==> src/rtl/alu8_pkg.sv <==
// Shared encodings for the serial bitwise logic unit:
// operation codes and controller states.
package alu8_pkg;

    typedef enum logic [1:0] {
        OP_AND = 2'b00,
        OP_OR  = 2'b01,
        OP_XOR = 2'b10,
        OP_NOR = 2'b11
    } op_e;

    typedef enum logic [1:0] {
        IDLE  = 2'b00,
        SHIFT = 2'b01,
        DONE  = 2'b10
    } state_e;

endpackage

==> src/rtl/logic_bit.sv <==
// One-bit slice of the logic unit: applies the selected
// bitwise operation to a single operand bit pair.
module logic_bit
    import alu8_pkg::*;
(
    input  logic a_bit,
    input  logic b_bit,
    input  op_e  op,
    output logic y
);

    always_comb begin
        y = 1'b0;
        unique case (op)
            OP_AND:  y = a_bit & b_bit;
            OP_OR:   y = a_bit | b_bit;
            OP_XOR:  y = a_bit ^ b_bit;
            OP_NOR:  y = ~(a_bit | b_bit);
            default: y = 1'b0;
        endcase
    end

endmodule

==> src/rtl/serial_logic8.sv <==
// Bit-serial bitwise logic unit: latches two operands and an op,
// produces one result bit per cycle LSB first, then holds it.
module serial_logic8
    import alu8_pkg::*;
#(
    parameter int unsigned WIDTH = 8
) (
    input  logic             clk,
    input  logic             rst_n,
    input  logic             in_valid,
    output logic             in_ready,
    input  logic [WIDTH-1:0] a,
    input  logic [WIDTH-1:0] b,
    input  logic [1:0]       op,
    output logic             out_valid,
    input  logic             out_ready,
    output logic [WIDTH-1:0] result,
    output logic             zero,
    output logic             busy
);

    localparam int unsigned CW = $clog2(WIDTH);
    localparam logic [CW-1:0] CNT_LAST = CW'(WIDTH - 1);

    state_e           state_q, state_d;
    logic [WIDTH-1:0] a_q, a_d;
    logic [WIDTH-1:0] b_q, b_d;
    op_e              op_q, op_d;
    logic [CW-1:0]    cnt_q, cnt_d;
    logic [WIDTH-1:0] res_q, res_d;
    logic             bit_y;

    logic_bit u_bit (
        .a_bit (a_q[0]),
        .b_bit (b_q[0]),
        .op    (op_q),
        .y     (bit_y)
    );

    always_ff @(posedge clk) begin
        if (!rst_n) begin
            state_q <= IDLE;
            a_q     <= '0;
            b_q     <= '0;
            op_q    <= OP_AND;
            cnt_q   <= '0;
            res_q   <= '0;
        end else begin
            state_q <= state_d;
            a_q     <= a_d;
            b_q     <= b_d;
            op_q    <= op_d;
            cnt_q   <= cnt_d;
            res_q   <= res_d;
        end
    end

    always_comb begin
        state_d = state_q;
        a_d     = a_q;
        b_d     = b_q;
        op_d    = op_q;
        cnt_d   = cnt_q;
        res_d   = res_q;
        unique case (state_q)
            IDLE: begin
                if (in_valid) begin
                    a_d     = a;
                    b_d     = b;
                    op_d    = op_e'(op);
                    cnt_d   = '0;
                    res_d   = '0;
                    state_d = SHIFT;
                end
            end
            SHIFT: begin
                // New bit enters at the MSB; after WIDTH shifts
                // the first (LSB) bit has walked down to bit 0.
                res_d = {bit_y, res_q[WIDTH-1:1]};
                a_d   = a_q >> 1;
                b_d   = b_q >> 1;
                cnt_d = cnt_q + CW'(1);
                if (cnt_q == CNT_LAST) begin
                    state_d = DONE;
                end
            end
            DONE: begin
                if (out_ready) begin
                    state_d = IDLE;
                end
            end
            default: state_d = IDLE;
        endcase
    end

    assign in_ready  = (state_q == IDLE);
    assign busy      = (state_q != IDLE);
    assign out_valid = (state_q == DONE);
    assign result    = res_q;
    assign zero      = ~|res_q;

endmodule

==> config.mk <==
export PLATFORM = sky130hd
export DESIGN_NAME = serial_logic8
export DESIGN_NICKNAME = d
export VERILOG_FILES = /design/src/rtl/alu8_pkg.sv /design/src/rtl/logic_bit.sv /design/src/rtl/serial_logic8.sv
export SDC_FILE = /design/constraint.sdc
export NUM_CORES = 1
export LEC_CHECK = 0
export ABC_AREA = 1
export CORE_MARGIN = 2
export CORE_UTILIZATION = 46
export CTS_BUF_LIST = sky130_fd_sc_hd__clkbuf_4
export CTS_CLUSTER_SIZE = 25
export DETAILED_ROUTE_END_ITERATION = 10
export MAX_ROUTING_LAYER = met4
export PLACE_DENSITY = 0.78
export SYNTH_ARGS = -nofsm -noshare
export SYNTH_HDL_FRONTEND = slang
export SYNTH_SLANG_ARGS = --single-unit
export TNS_END_PERCENT = 10
==> constraint.sdc <==
create_clock -name clk -period 1.1 [get_ports clk]
set_input_delay 0.22 -clock clk [delete_from_list [all_inputs] [get_ports clk]]
set_output_delay 0.22 -clock clk [all_outputs]
set_load 0.02 [all_outputs]
==> results_tabular.tex <==
\begin{tabular}{lr}
\hline
Metric & Value \\
\hline
\multicolumn{2}{l}{\textbf{Outcome}} \\
\quad Outcome & finished, violations left \\
\quad Violations in the final reports & negative setup slack \\
\multicolumn{2}{l}{\textbf{STA}} \\
\quad Transition time at the pin with the least slew margin & roughly 0.52 ns \\
\quad Setup violations, final & 39 \\
\quad Highest clock frequency the design can meet & 689 MHz \\
\quad Max-slew violation count & 0 \\
\quad Post-Route Skew & around 0.011 ns \\
\quad Final worst-path setup slack & -0.352 ns \\
\quad Final hold violation count & 0 \\
\quad Final min period & around 1.5 ns \\
\quad Unrepaired setup endpoints after global routing & true \\
\quad Remaining max-slew budget at the tightest pin & 0.654 \\
\quad Tcrit/Tclk final & 1.32 \\
\quad Summed negative setup slack over all endpoints & -5.26 ns \\
\multicolumn{2}{l}{\textbf{Setup path}} \\
\quad Highest-delay cell along the critical path & dfxtp\_2 \\
\quad Cell family contributing the most delay on the critical path & simple AND/OR/NAND/NOR gates \\
\quad WP data required & slightly below 0.9 ns \\
\quad Sort of element at the start of the critical path & flop \\
\quad Max Fanout on Critical Path & 3 \\
\quad Chain of cells forming the critical path & nor4\_4, and2\_4, buf\_6 \\
\quad Biggest cell delay along the critical path & $\sim$0.35 ns \\
\quad Worst endpoint data arrival time & between 1 and 1.5 ns \\
\quad Number of buffer and inverter instances along the worst setup path & 1 \\
\quad Crit Path Class & flop to output pin \\
\quad Reg2Reg Setup Slack & -0.21 ns \\
\quad Endpoint class of the critical path & output pin \\
\multicolumn{2}{l}{\textbf{Detailed routing}} \\
\quad Residual DRC count & 0 \\
\quad Total via count after detailed routing & 1443 \\
\quad Number of iterations in the first detailed-routing pass & 4 \\
\quad WL/cell & approximately 13 um \\
\quad Post-Route WL & $\sim$3.8 mm \\
\quad Number of nets still failing antenna checks after routing & 0 \\
\quad Iter 0 DRT Violations & between 70 and 80 \\
\quad Routed vias/inst & $\sim$5 \\
\multicolumn{2}{l}{\textbf{Floorplanning}} \\
\quad X dimension of the die & slightly below 60 um \\
\quad Die Span Y & 59.5 um \\
\quad Core Box Area & about 0.003 mm\^{}2 \\
\quad Die Area & between 0.003 and 0.004 mm\^{}2 \\
\quad Top Ports & 34 \\
\quad Initial core utilization & 0.472 \\
\quad Standard-cell row count & 20 \\
\multicolumn{2}{l}{\textbf{Cells and area}} \\
\quad Number of antenna diodes & 0 \\
\quad Synthesis-to-finish area growth & 53.8\% \\
\quad \# nets final & between 200 and 300 \\
\quad Fraction of layout instances using a drive strength above 1 & 0.298 \\
\multicolumn{2}{l}{\textbf{Power and ir drop}} \\
\quad Combinational share of power & 0.236 \\
\quad Total power & 2.47 mW \\
\quad Fraction of power spent switching nets & 0.296 \\
\quad Part of the total power dissipated in the clock network & 0.262 \\
\quad Internal power & 1.74 mW \\
\quad P\_sw & about 0.73 mW \\
\quad Leakage dissipation & a little under 1 nW \\
\quad Power Density & 1130 mW/mm\^{}2 \\
\quad Part of the power in registers & 0.501 \\
\quad Peak supply drop & 1.28 mV \\
\multicolumn{2}{l}{\textbf{Clocking}} \\
\quad Quantity of hold-fixing buffers added after cts & 0 \\
\quad Clock transition at path regs & roughly 0.09 ns \\
\quad H-tree depth & 2 \\
\quad CTS tree & yes \\
\quad Largest buffer count on any clock path & 2 \\
\quad Latest clock arrival within the worst-skew pair & between 0.3 and 0.4 ns \\
\quad Number of sinks on the clock net & 31 \\
\quad TritonCTS Buffers & 5 \\
\quad Root Buffer & clkbuf\_4 \\
\multicolumn{2}{l}{\textbf{Yosys}} \\
\quad Post-synth EDFFs & 0 \\
\quad Number of library cell types mapped by synthesis & 21 \\
\quad Cell area after technology mapping & approximately 0.0014 mm\^{}2 \\
\quad Leading post-synthesis cells by cell area & dfxtp\_1 (44\%), nand2\_1 (20\%), nor2\_1 (8.5\%), a21oi\_1 (5.6\%), ha\_1 (3.5\%) \\
\quad Main flop type after synthesis & dfxtp\_1 \\
\quad Warning count from the yosys run & 0 \\
\quad Cell type with the largest total area after synthesis & dfxtp\_1 \\
\quad Yosys top cell area share & 0.438 \\
\quad Most frequent cells after synthesis & nand2\_1 (74), nor2\_1 (32), dfxtp\_1 (31), a21oi\_1 (16), o21ai\_1 (10) \\
\quad Synthesized netlist net count & approximately 230 \\
\quad Post-synthesis sequential area ratio & 0.438 \\
\quad Flop and latch count out of synthesis & 31 \\
\quad Average footprint of a synthesized cell & 7.02 um\^{}2 \\
\quad Async SR Flop Fraction & 0 \\
\quad Most common cell in the synthesized netlist & nand2\_1 \\
\quad Cells after Synth & 202 \\
\multicolumn{2}{l}{\textbf{Worst hold path}} \\
\quad Worst hold path type & flop to flop \\
\multicolumn{2}{l}{\textbf{Placement}} \\
\quad Post-placement worst setup slack & -0.445 ns \\
\quad Input/output buffers & 33 \\
\quad Final weighted congestion in routability-driven placement & around 0.78 \\
\quad Estimated wirelength of the detail-placed design & around 2.1 mm \\
\multicolumn{2}{l}{\textbf{Global route}} \\
\quad Combined global-route utilization of all metal layers & 0.199 \\
\quad Global-route wire length before repair & 5.21 mm \\
\quad Number of antenna violations at the first check in global routing & 0 \\
\quad Via count of the first global-routing pass & between 1k and 1.5k \\
\quad Pin count of the biggest net entering global routing & 26 \\
\quad GRT Residual Overflow & 0 \\
\multicolumn{2}{l}{\textbf{Run}} \\
\quad Max-Cap Viols & 0 \\
\hline
\end{tabular}
[routing by layer]
layer | wire [um] | track usage | up-vias
met5 | 0 | - | -
met3 | 166 | 0.0655 | 6
li1 | - | - | 743
met2 | 1920 | 0.312 | 27
met4 | 63 | 0.0571 | 0
met1 | 1620 | 0.243 | 667
[cell families after synthesis]
| group | share of synthesized area |
|---|---|
| simple gates | 0.305 |
| compound gates | 0.139 |
| flops | 0.438 |
| buf+inv | 0.0821 |
| fa+ha+maj | 0.0353 |
[flip-flops by register name, summed over array words and instances (netlist names)]
name and count:
a_q 8, b_q 8, result 8, cnt_q 3, op_q 2, state_q 2
[per-stage QoR]
| step | cells | utilization | instance area, um^2 | hold slack [ns] |
|---|---|---|---|---|
| 6_report | 288 | 0.726 | 2180 | 0.474 |
| 5_1_grt | 288 | 0.726 | 2180 | 0.489 |
| 4_1_cts | 284 | 0.639 | 1920 | 0.462 |
| 3_5_place_dp | 275 | 0.613 | 1840 | 0.458 |
| 3_3_place_gp | 275 | 0.613 | 1840 | 0.452 |
| 2_1_floorplan | 202 | - | 1420 | 0.363 |
[power by group through the flow]
stage | registers, mW | logic (mW) | clock network, mW
floorplan | 1.26 | 0.283 | 0
global placement | 1.25 | 0.437 | 0
detailed placement | 1.26 | 0.443 | 0
CTS | 1.23 | 0.456 | 0.650
global route | 1.25 | 0.644 | 0.708
finish | 1.24 | 0.585 | 0.649
[path summary, 6_finish.rpt]
kind / from / end / depth (start not counted)
max: result[0]$_SDFFE_PN0P_ / zero / 3
min: cnt_q[0]$_SDFFE_PN0P_ / cnt_q[0]$_SDFFE_PN0P_ / 1
max reg2reg: state_q[0]$_SDFFE_PN0P_ / result[7]$_SDFFE_PN0P_ / 7
min reg2reg: cnt_q[0]$_SDFFE_PN0P_ / cnt_q[0]$_SDFFE_PN0P_ / 1
[layout make-up]
cell class / instances / area (um^2)
repair buffers: 53 / 581
well taps: 33 / 41.3
fillers: 233 / 822
multi-input cells: 151 / 808
flip-flops and latches: 31 / 636
clock inverters: 2 / 7.51
clock buffers: 6 / 45.0
repair inverters: 1 / 6.26
inverters: 11 / 56.3
[placed cells by master, fill, tap and decap left out]
cell             count
nand2_1             72
buf_4                6
nand2_4              1
dfxtp_1             21
and2_4               1
nor2_2               2
clkbuf_16            1
nor2_4               3
buf_2                1
inv_2                1
nand2_8              1
inv_4                1
dfxtp_4              1
nand3_1              1
inv_8                2
dfxtp_2              9
o21ai_2              5
clkinv_1             2
inv_1                8
buf_6               20
clkbuf_4             6
buf_12               2
buf_8                2
a21oi_1             11
a21oi_2              6
clkdlybuf4s50_1     21
ha_1                 4
nor2_1              27
o21a_1               1
nand2_2              1
nor4_4               2
o21ai_4              2
o21ai_1             11
[worst register-to-register path: stages (launching register included)]
cell     delay (ns)
dfxtp_4        0.36
buf_6          0.12
buf_6          0.11
o21ai_4        0.15
buf_12         0.16
buf_12         0.13
nand2_1        0.09
a21oi_2        0.13
[repair_timing]
action / in CTS / in global routing
cloned: 0 / 2
gates resized for setup: 75 / 64
setup buffers: 1 / 2
endpoints found under the setup margin: 38 / 41
pin swaps: 5 / 17
No activity file was read; power rests on OpenSTA's default activity.
